`config.mk`:
```
export PLATFORM = sky130hd
export DESIGN_NAME = hazard3_regfile_ctrl
export DESIGN_NICKNAME = d
export VERILOG_FILES = /design/src/rtl/hazard3_regfile_ctrl.sv
export SDC_FILE = /design/constraint.sdc
export NUM_CORES = 1
export LEC_CHECK = 0
export ABC_CLOCK_PERIOD_IN_PS = 4900
export CORE_AREA = 2 2 75 77
export CTS_CLUSTER_SIZE = 20
export DETAILED_ROUTE_END_ITERATION = 16
export DIE_AREA = 0 0 77 79
export PLACE_DENSITY = 0.8
export SYNTH_ARGS = -nofsm -noshare
export SYNTH_HDL_FRONTEND = slang
export SYNTH_SLANG_ARGS = --single-unit
```
`constraint.sdc`:
```
create_clock -name clk -period 4.9 [get_ports clk]
set_clock_uncertainty 0.05 [all_clocks]
set_input_delay 0.49 -clock clk [delete_from_list [all_inputs] [get_ports clk]]
set_output_delay 0.49 -clock clk [all_outputs]
set_load 0.05 [all_outputs]
```
`src/rtl/hazard3_regfile_ctrl.sv`:
```
// ============================================================================
// Module   : hazard3_regfile_ctrl
// Purpose  : Arbitrates the core writeback port and a debug access port onto
//            the register file, with an optional clear-on-reset sequence that
//            is enabled by defining HAZARD3_REGFILE_CLEAR_EN.
// Revision : 1.0 - initial release
// ============================================================================
`default_nettype none

module hazard3_regfile_ctrl #(
    parameter int N_REGS = 32,
    parameter int W_DATA = 32,
    parameter int W_ADDR = $clog2(N_REGS)
) (
    input  logic              clk,
    input  logic              rst_n,

    input  logic              core_wen,
    input  logic [W_ADDR-1:0] core_waddr,
    input  logic [W_DATA-1:0] core_wdata,
    input  logic [W_ADDR-1:0] core_raddr2,
    output logic              core_stall,

    input  logic              dbg_req,
    input  logic              dbg_write,
    input  logic [W_ADDR-1:0] dbg_addr,
    input  logic [W_DATA-1:0] dbg_wdata,
    output logic              dbg_ack,
    output logic [W_DATA-1:0] dbg_rdata,

    output logic              rf_wen,
    output logic [W_ADDR-1:0] rf_waddr,
    output logic [W_DATA-1:0] rf_wdata,
    output logic [W_ADDR-1:0] rf_raddr2,
    input  logic [W_DATA-1:0] rf_rdata2,

    output logic              init_done
);

    localparam logic [1:0] c_RUN = 2'd1;
    localparam logic [1:0] c_DRD = 2'd2;
`ifdef HAZARD3_REGFILE_CLEAR_EN
    localparam logic [1:0]        c_CLEAR       = 2'd0;
    localparam logic [1:0]        c_RESET_STATE = c_CLEAR;
    localparam logic [W_ADDR-1:0] c_CLR_LAST    = W_ADDR'(N_REGS - 1);
`else
    localparam logic [1:0]        c_RESET_STATE = c_RUN;
`endif

    logic [1:0] r_state;
    logic [1:0] w_next_state;

    always_ff @(posedge clk or negedge rst_n) begin
        if (!rst_n) begin
            r_state <= c_RESET_STATE;
        end else begin
            r_state <= w_next_state;
        end
    end

`ifdef HAZARD3_REGFILE_CLEAR_EN
    logic [W_ADDR-1:0] r_clr_cnt;
    logic              r_init_done;
    logic              w_clr_last;

    assign w_clr_last = (r_clr_cnt == c_CLR_LAST);

    // Counter parks on the last entry so it never wraps while leaving CLEAR.
    always_ff @(posedge clk or negedge rst_n) begin
        if (!rst_n) begin
            r_clr_cnt   <= '0;
            r_init_done <= 1'b0;
        end else if (r_state == c_CLEAR) begin
            if (w_clr_last) begin
                r_init_done <= 1'b1;
            end else begin
                r_clr_cnt <= r_clr_cnt + 1'b1;
            end
        end
    end

    assign init_done = r_init_done;
`else
    assign init_done = 1'b1;
`endif

    always_comb begin
        w_next_state = r_state;
        case (r_state)
`ifdef HAZARD3_REGFILE_CLEAR_EN
            c_CLEAR: begin
                if (w_clr_last) begin
                    w_next_state = c_RUN;
                end
            end
`endif
            c_RUN: begin
                if (dbg_req && !dbg_write) begin
                    w_next_state = c_DRD;
                end
            end
            c_DRD: begin
                w_next_state = c_RUN;
            end
            default: begin
                w_next_state = c_RESET_STATE;
            end
        endcase
    end

    always_comb begin
        rf_wen     = 1'b0;
        rf_waddr   = core_waddr;
        rf_wdata   = core_wdata;
        rf_raddr2  = core_raddr2;
        core_stall = 1'b0;
        dbg_ack    = 1'b0;
        dbg_rdata  = '0;
        case (r_state)
`ifdef HAZARD3_REGFILE_CLEAR_EN
            c_CLEAR: begin
                rf_wen     = 1'b1;
                rf_waddr   = r_clr_cnt;
                rf_wdata   = '0;
                core_stall = 1'b1;
            end
`endif
            c_RUN: begin
                // Core writeback wins the write port; a debug write waits.
                if (core_wen) begin
                    rf_wen = 1'b1;
                end else if (dbg_req && dbg_write) begin
                    rf_wen   = 1'b1;
                    rf_waddr = dbg_addr;
                    rf_wdata = dbg_wdata;
                    dbg_ack  = 1'b1;
                end
                if (dbg_req && !dbg_write) begin
                    rf_raddr2 = dbg_addr;
                end
            end
            c_DRD: begin
                // Read port 2 carries debug data this cycle, so the core retries.
                rf_wen     = core_wen;
                dbg_ack    = 1'b1;
                dbg_rdata  = rf_rdata2;
                core_stall = 1'b1;
            end
            default: begin
                core_stall = 1'b1;
            end
        endcase
    end

endmodule

`default_nettype wire

```
# Word-level counts from Yosys, hierarchy flattened
# Cells that the tools add are included.
# classes
eq_ne,3
reduce_logical,3
n_mux,17
# ops
cell,n
two-way mux 32 bit,4
two-way mux 5 bit,5
two-way mux 1 bit,4
two-way mux 2 bit,2
case mux 1 bit (2 select lines),2
"== test 2 x 1 -> 1 bit, second input constant",1
"== test 2 bit, second input constant",1
logical AND 1 bit,2
"inequality test 2 bit, second input constant",1
logical NOT 1 bit,1
# word_totals
regBits,2
out_inout_bits,78
elab_cells,24

# Depth between registers and ports, before layout
# Gate-level depths: netlist of the first run.
# depth
word_depth,4
depth_mapped,5
depth_no_buf,4

# Worst setup path before layout of the first run
# Ideal clock, no wire load.
# synth_timing
kind,flip-flop to output port
from,reg r_state[0]
to,out rf_wen
n_path_buf,0
t_arrival_ps,1676
required_time_ps,4360
slack_ps,2684
path_stages_with_launch,4
cell_sequence,dfstp_2 -> ha_1 -> nand3_1 -> a21oi_1
# synth_between
elab_chain_cells,2
# synth_lines
item,line,text
from (decl),50,logic [1:0] r_state;
from (signal assigned),55,r_state <= c_RESET_STATE;
from (signal assigned),57,r_state <= w_next_state;
== test 2 bit or == test 2 x 1 -> 1 bit (tied branches),119,case (r_state)
case mux 1 bit (2 select lines) (*),119,
to (decl),31,"output logic rf_wen,"
# Mark *: on every way between the ends. The rest lies on a longest branch, timed or not.

# Final worst setup path of the first run
# layout_timing
from,in dbg_req
to,out rf_wdata[4]
# layout_between
elab_chain_cells,4
# layout_lines
item,line,text
from (decl),24,"input logic dbg_req,"
logical AND 1 bit,132,end else if (dbg_req && dbg_write) begin
two-way mux 32 bit,132,
two-way mux 32 bit,130,if (core_wen) begin
two-way mux 32 bit,119,
to (decl),33,"output logic [W_DATA-1:0] rf_wdata,"
# No other way between the ends.

==> results of run 1 <==
[layout make-up]
| type | count | area (um^2) | area share |
|---|---|---|---|
| multi-input cells | 90 | 908 | 0.300 |
| clock buffers | 4 | 45.0 | 0.0149 |
| inverters | 3 | 11.3 | 0.00372 |
| repair buffers | 192 | 1920 | 0.635 |
| well taps | 72 | 90.1 | 0.0298 |
| flip-flops and latches | 2 | 51.3 | 0.0169 |
[cells in the final DEF (no fill, tap or decap), types with 2 or more instances in the layout]
master,instances
inv_1,3
clkdlybuf4s50_1,192
and2_1,32
ha_1,3
clkbuf_8,3
a21oi_1,2
mux2_4,30
mux2_2,12
[per-layer routing]
layer,track usage,vias to the layer above,wire (um)
met5,0,-,0
met4,0.0321,0,20
met3,0.0614,2,527
met2,0.292,95,2720
met1,0.214,628,2270
li1,-,724,-
[logic make-up (layout without fill, tap and decap cells)]
family | after synthesis | in the layout | synth area share
adder cells (fa/ha/maj) | 3 | 3 | 0.0358
AND/OR/NAND/NOR | 39 | 39 | 0.237
multiplexers | 43 | 43 | 0.567
other | 1 | 1 | 0.00357
flip-flops | 2 | 2 | 0.0489
buffers and inverters | 10 | 199 | 0.0858
AO/OA/AOI/OAI | 4 | 4 | 0.0215
[worst max-delay path, cell delays in order]
cell	delay [ps]
clkdlybuf4s50_1	440
and3b_2	260
nand2_4	490
mux2_2	400
clkdlybuf4s50_1	710
[worst max-delay path by stage]
| stage | endpoint | slack (ps) | depth (start not counted) |
|---|---|---|---|
| final | rf_wdata[4] | 1560 | 5 |
| after global routing | rf_wdata[27] | 1470 | 5 |
| after CTS | rf_wdata[27] | 1550 | 5 |
| after detailed placement | rf_wdata[4] | 1550 | 5 |
| after global placement | rf_wdata[27] | 1550 | 5 |
| after floorplan | rf_wen | 2680 | 3 |
[synthesized netlist by cell type, types with 2 or more instances]
cell      number
mux2_4        30
clkbuf_1       3
ha_1           3
and2_1        32
buf_12         3
inv_1          3
mux2_2        12
a21oi_1        2
[per-stage QoR]
stage | std cells | setup slack (ps) | hold WS (ps)
2_1_floorplan | 102 | 2680 | 144
3_3_place_gp | 359 | 1550 | 463
3_5_place_dp | 359 | 1550 | 470
4_1_cts | 363 | 1550 | 386
5_1_grt | 363 | 1470 | 384
6_report | 363 | 1560 | 388
[power groups by stage]
stage,sequential [mW],combinational (mW),clock [mW]
floorplan,0.0323,0.486,0
global placement,0.0330,0.750,0
detailed placement,0.0337,0.752,0
CTS,0.0335,0.754,0.0711
global route,0.0343,0.785,0.0741
finish,0.0336,0.748,0.0689
==> qor.yml, run 1 <==
area_growth_syn_to_layout_pct: 188
rows: 27
netlist_area_um2: 1050
switching_share: 0.537
finalPower_mw: 0.851
dieArea_um2: 6080
tightest_slew_ps: 749
antenna_found_initial: 0
min_path_type: "in -> async"
finalInstanceArea_um2: 3030
grt_pass1_vias: 1457
post_drt_wl_per_cell_um: 15.3
clk_latency_ps: 210
syn-num-nets: 221
via_per_inst: 3.99
max_slew_margin: 0.501
largest_register_ffs: 2
drive_above_1_share: 0.168
dr.pass1.iters: 3
place_area_um2: 2980
cts_sinks: 2
root_buffer: "clkbuf_8"
dp_hpwl_um: 4750
worstReg2RegEnd: "r_state[0]$_DFFE_PN1P_"
ys_types: 22
critPathLaunch: "dbg_req"
pin_count: 194
path_class: "in -> out"
ys.flop_type: "dfstp_2"
syn-instance-count: 102
initial_core_util: 0.197
routed_wl_um: 5550
seq_area_frac_synth: 0.0489
ir_drop_v: 0.000147
drv_slew: 0
final.setup.tns_ps: 0
critPathMaxFanout: 37
synth_edf_count: 0
rsz0062_at_grt: "false"
drc_errors: 0
hold_buffers: 0
synth_top_area_cell: "mux2_4"
finalSetupViolations: 0
drt-initial-drc-count: 28
required_ps: 4360
vias: 1449
clk_path_buf_depth: 2
finalCritPeriodShare: 0.682
syn-mean-instance-area_um2: 10.3
utilization: 0.567
gp_congestion: 0.748
worst_setup_path_start_kind: "input port"
rrSetupSlack_ps: 3660
clkPwrFrac: 0.081
reg2reg_depth: 3
cap_violations: 0
cts_setup_buffers: 0
hold_viol: 0
fmaxAchievable_mhz: 299
cts_buffers: 3
power_density_nw_per_um2: 281
async_reset_ff_frac: 1.00
tritoncts: "yes"
n_fill_cell: 500
top_regs: "r_state (2)"
synth_top_area_frac: 0.429
period_minus_slack_ps: 3340
status: "complete, no violations"
io_buffer_count: 192
largest-register: "r_state"
p_seq_frac: 0.040
antenna_cells: 0
cts_resized: 0
power_leakage_nw: 1.29
p_switching_mw: 0.457
pwr-share-comb: 0.879
ys_ff_latch: 2
grt_pass1_wl_um: 8130
worstSetupEndpointType: "output pin"
grt_max_degree: 38
reg2reg_from: "r_state[0]$_DFFE_PN1P_"
worstPathArrival_ps: 2800
ys_top_cells_by_area: "mux2_4 (43%), and2_1 (19%), mux2_2 (13%)"
yosysWarnings: 0
nNetsFinal: 411
grt_overflow: 0
die_w_um: 77
grt_usage: 0.173
cts-htree-levels: 1
p_int_mw: 0.394
core_area_um2: 5340
fp.dieH_um: 79
clk_pin_slew_ps: 30
ant_nets: 0
Power figures use the tool's default switching activity.
==> inputs of run 2 (changes only) <==
- ABC_CLOCK_PERIOD_IN_PS: 4900 -> 3000
- CORE_AREA: 2 2 75 77 -> default
- CORE_ASPECT_RATIO: default -> 0.9
- CORE_MARGIN: default -> 2
- CORE_UTILIZATION: default -> 19
- DIE_AREA: 0 0 77 79 -> default
- clock period: 4.9 -> 3 ns (I/O delays scaled with it)
==> run 2 against run 1 <==
Via count increased by 0.35%. Combinational power increased by 66%. First-iteration DRC count decreased by 21%. Sequential power increased by 64%. Total power increased by 66%. Routed wire length decreased by 1.8%. Worst hold slack got worse by 190 ps. Clock-buffer cell count unchanged. Core utilization increased by 0.76 points. Highest routed layer unchanged.
==> qor.yml, run 2 (synthesis results as in run 1) <==
status: "complete, no violations"
tightest_slew_ps: 530  # -219 ps
drc_errors: 0  # unchanged
tritoncts: "yes"
io_buffer_count: 192  # unchanged
antenna_found_initial: 0  # unchanged
max_slew_margin: 0.646  # +0.145
period_minus_slack_ps: 2670
hold_viol: 0  # unchanged
cts_buffers: 3  # unchanged
cap_violations: 0  # unchanged
top_regs: "r_state (2)"
largest-register: "r_state"
critPathLaunch: "r_state[0]$_DFFE_PN1P_"
critPathMaxFanout: 6  # -84%
final.setup.tns_ps: 0  # unchanged
ant_nets: 0  # unchanged
largest_register_ffs: 2  # unchanged
finalPower_mw: 1.41  # +66%
drt-initial-drc-count: 22  # -21%
dpl_worst_slack_ps: 358  # -1190 ps
final_cell_mix: "clkdlybuf4s50_1 (155), and2_1 (32), mux2_4 (30), buf_4 (30), mux2_2 (12)"
dp_hpwl_um: 4730  # -0.41%
min_path_type: "in -> async"
power_density_nw_per_um2: 465  # +65%
grt_overflow: 0  # unchanged
core_area_um2: 5290  # -0.96%
die_w_um: 82.4  # +6.9%
worstPathArrival_ps: 2320  # -480 ps
clk_latency_ps: 210  # about the same
grt_max_degree: 35  # -7.9%
grt_usage: 0.152  # -0.0210
antenna_cells: 0  # unchanged
worst_setup_path_start_kind: "flip-flop"
power_leakage_nw: 1.36  # +5.7%
rows: 25  # -7.4%
routed_wl_um: 5450  # -1.8%
grt_pass1_wl_um: 7140  # -12%
dieArea_um2: 6140  # +0.88%
dr.pass1.iters: 4  # +1
place_area_um2: 2990  # +0.29%
worstSetupEndpointType: "output pin"
cts_sinks: 2  # unchanged
reg2reg_from: "r_state[0]$_DFFE_PN1P_"
ir_drop_v: 0.000384  # +160%
root_buffer: "clkbuf_8"
rrSetupSlack_ps: 1720  # -1940 ps
finalSetupViolations: 0  # unchanged
fp.dieH_um: 74.5  # -5.7%
initial_core_util: 0.199  # +0.00191
mostFrequentLayoutCell: "clkdlybuf4s50_1"
clk_pin_slew_ps: 30  # about the same
area_growth_syn_to_layout_pct: 190
nNetsFinal: 412  # +0.24%
finalInstanceArea_um2: 3040  # +0.37%
post_drt_wl_per_cell_um: 15.2  # -0.71%
via_per_inst: 4.05  # +1.5%
drv_slew: 0  # unchanged
cts-htree-levels: 1  # unchanged
finalCritPeriodShare: 0.890
vias: 1454  # +0.35%
required_ps: 2650  # -1710 ps
path_class: "reg -> out"
hold_buffers: 0  # unchanged
pin_count: 194  # unchanged
drive_above_1_share: 0.301  # +0.133
fin_ws_ps: 330  # -1230 ps
fmaxAchievable_mhz: 374
clk_path_buf_depth: 2  # unchanged
grt_pass1_vias: 1359  # -6.7%
rsz0062_at_grt: "false"
gp_congestion: 0.705  # -5.7%
run 2: per-stage QoR:
stage / utilization / cells / hold WS (ps)
final: 0.575 / 359 / 198
after global placement: 0.566 / 355 / 419
after CTS: 0.574 / 359 / 196
after detailed placement: 0.566 / 355 / 423
after floorplan: - / 102 / -45.6
after global routing: 0.575 / 359 / 201
run 2: worst max-delay path: stages (launching register included):
cell and delay, ps:
dfstp_2 530, ha_1 300, nand2_1 210, mux2_2 270, clkdlybuf4s50_1 800
run 2: repair_timing:
item / CTS / global route
setup endpoints to repair: 0 / 1
buffers inserted: 0 / 0
resized for setup: 0 / 1
run 2: final cells by class:
cell class,count,area [um^2]
fill,470,2250
timing repair buffer,193,1940
multi-input combinational,90,911
tap,67,83.8
sequential,2,51.3
clock buffer,4,45.0
inverter,3,11.3
run 2: worst paths after layout:
check	to	cells after the start
max	rf_raddr2[0]	4
min	r_state[1]$_DFFE_PN0P_	1
max reg2reg	r_state[0]$_DFFE_PN1P_	3
min reg2reg	r_state[1]$_DFFE_PN0P_	1
max in group asynchronous	r_state[0]$_DFFE_PN1P_	1
min in group clk	r_state[1]$_DFFE_PN0P_	1
run 2: routing by layer:
layer	track usage	vias to the layer above	wire, um
met4	0.0315	0	16
met2	0.286	82	2930
met3	0.0449	4	665
met1	0.167	644	1830
li1	-	724	-
met5	0	-	0
run 2: where the power goes:
group | switching (mW) | leakage, nW | internal [mW]
Clock | 0.0237 | 0.0228 | 0.0903
Sequential | 0.0101 | 0.0238 | 0.0450
Combinational | 0.723 | 1.32 | 0.521
==> inputs of run 3 (changes only) <==
- SLEW_MARGIN: default -> 30
==> results of run 3 <==
Same layout as run 2: the final DEF is identical, and so are final timing and power.
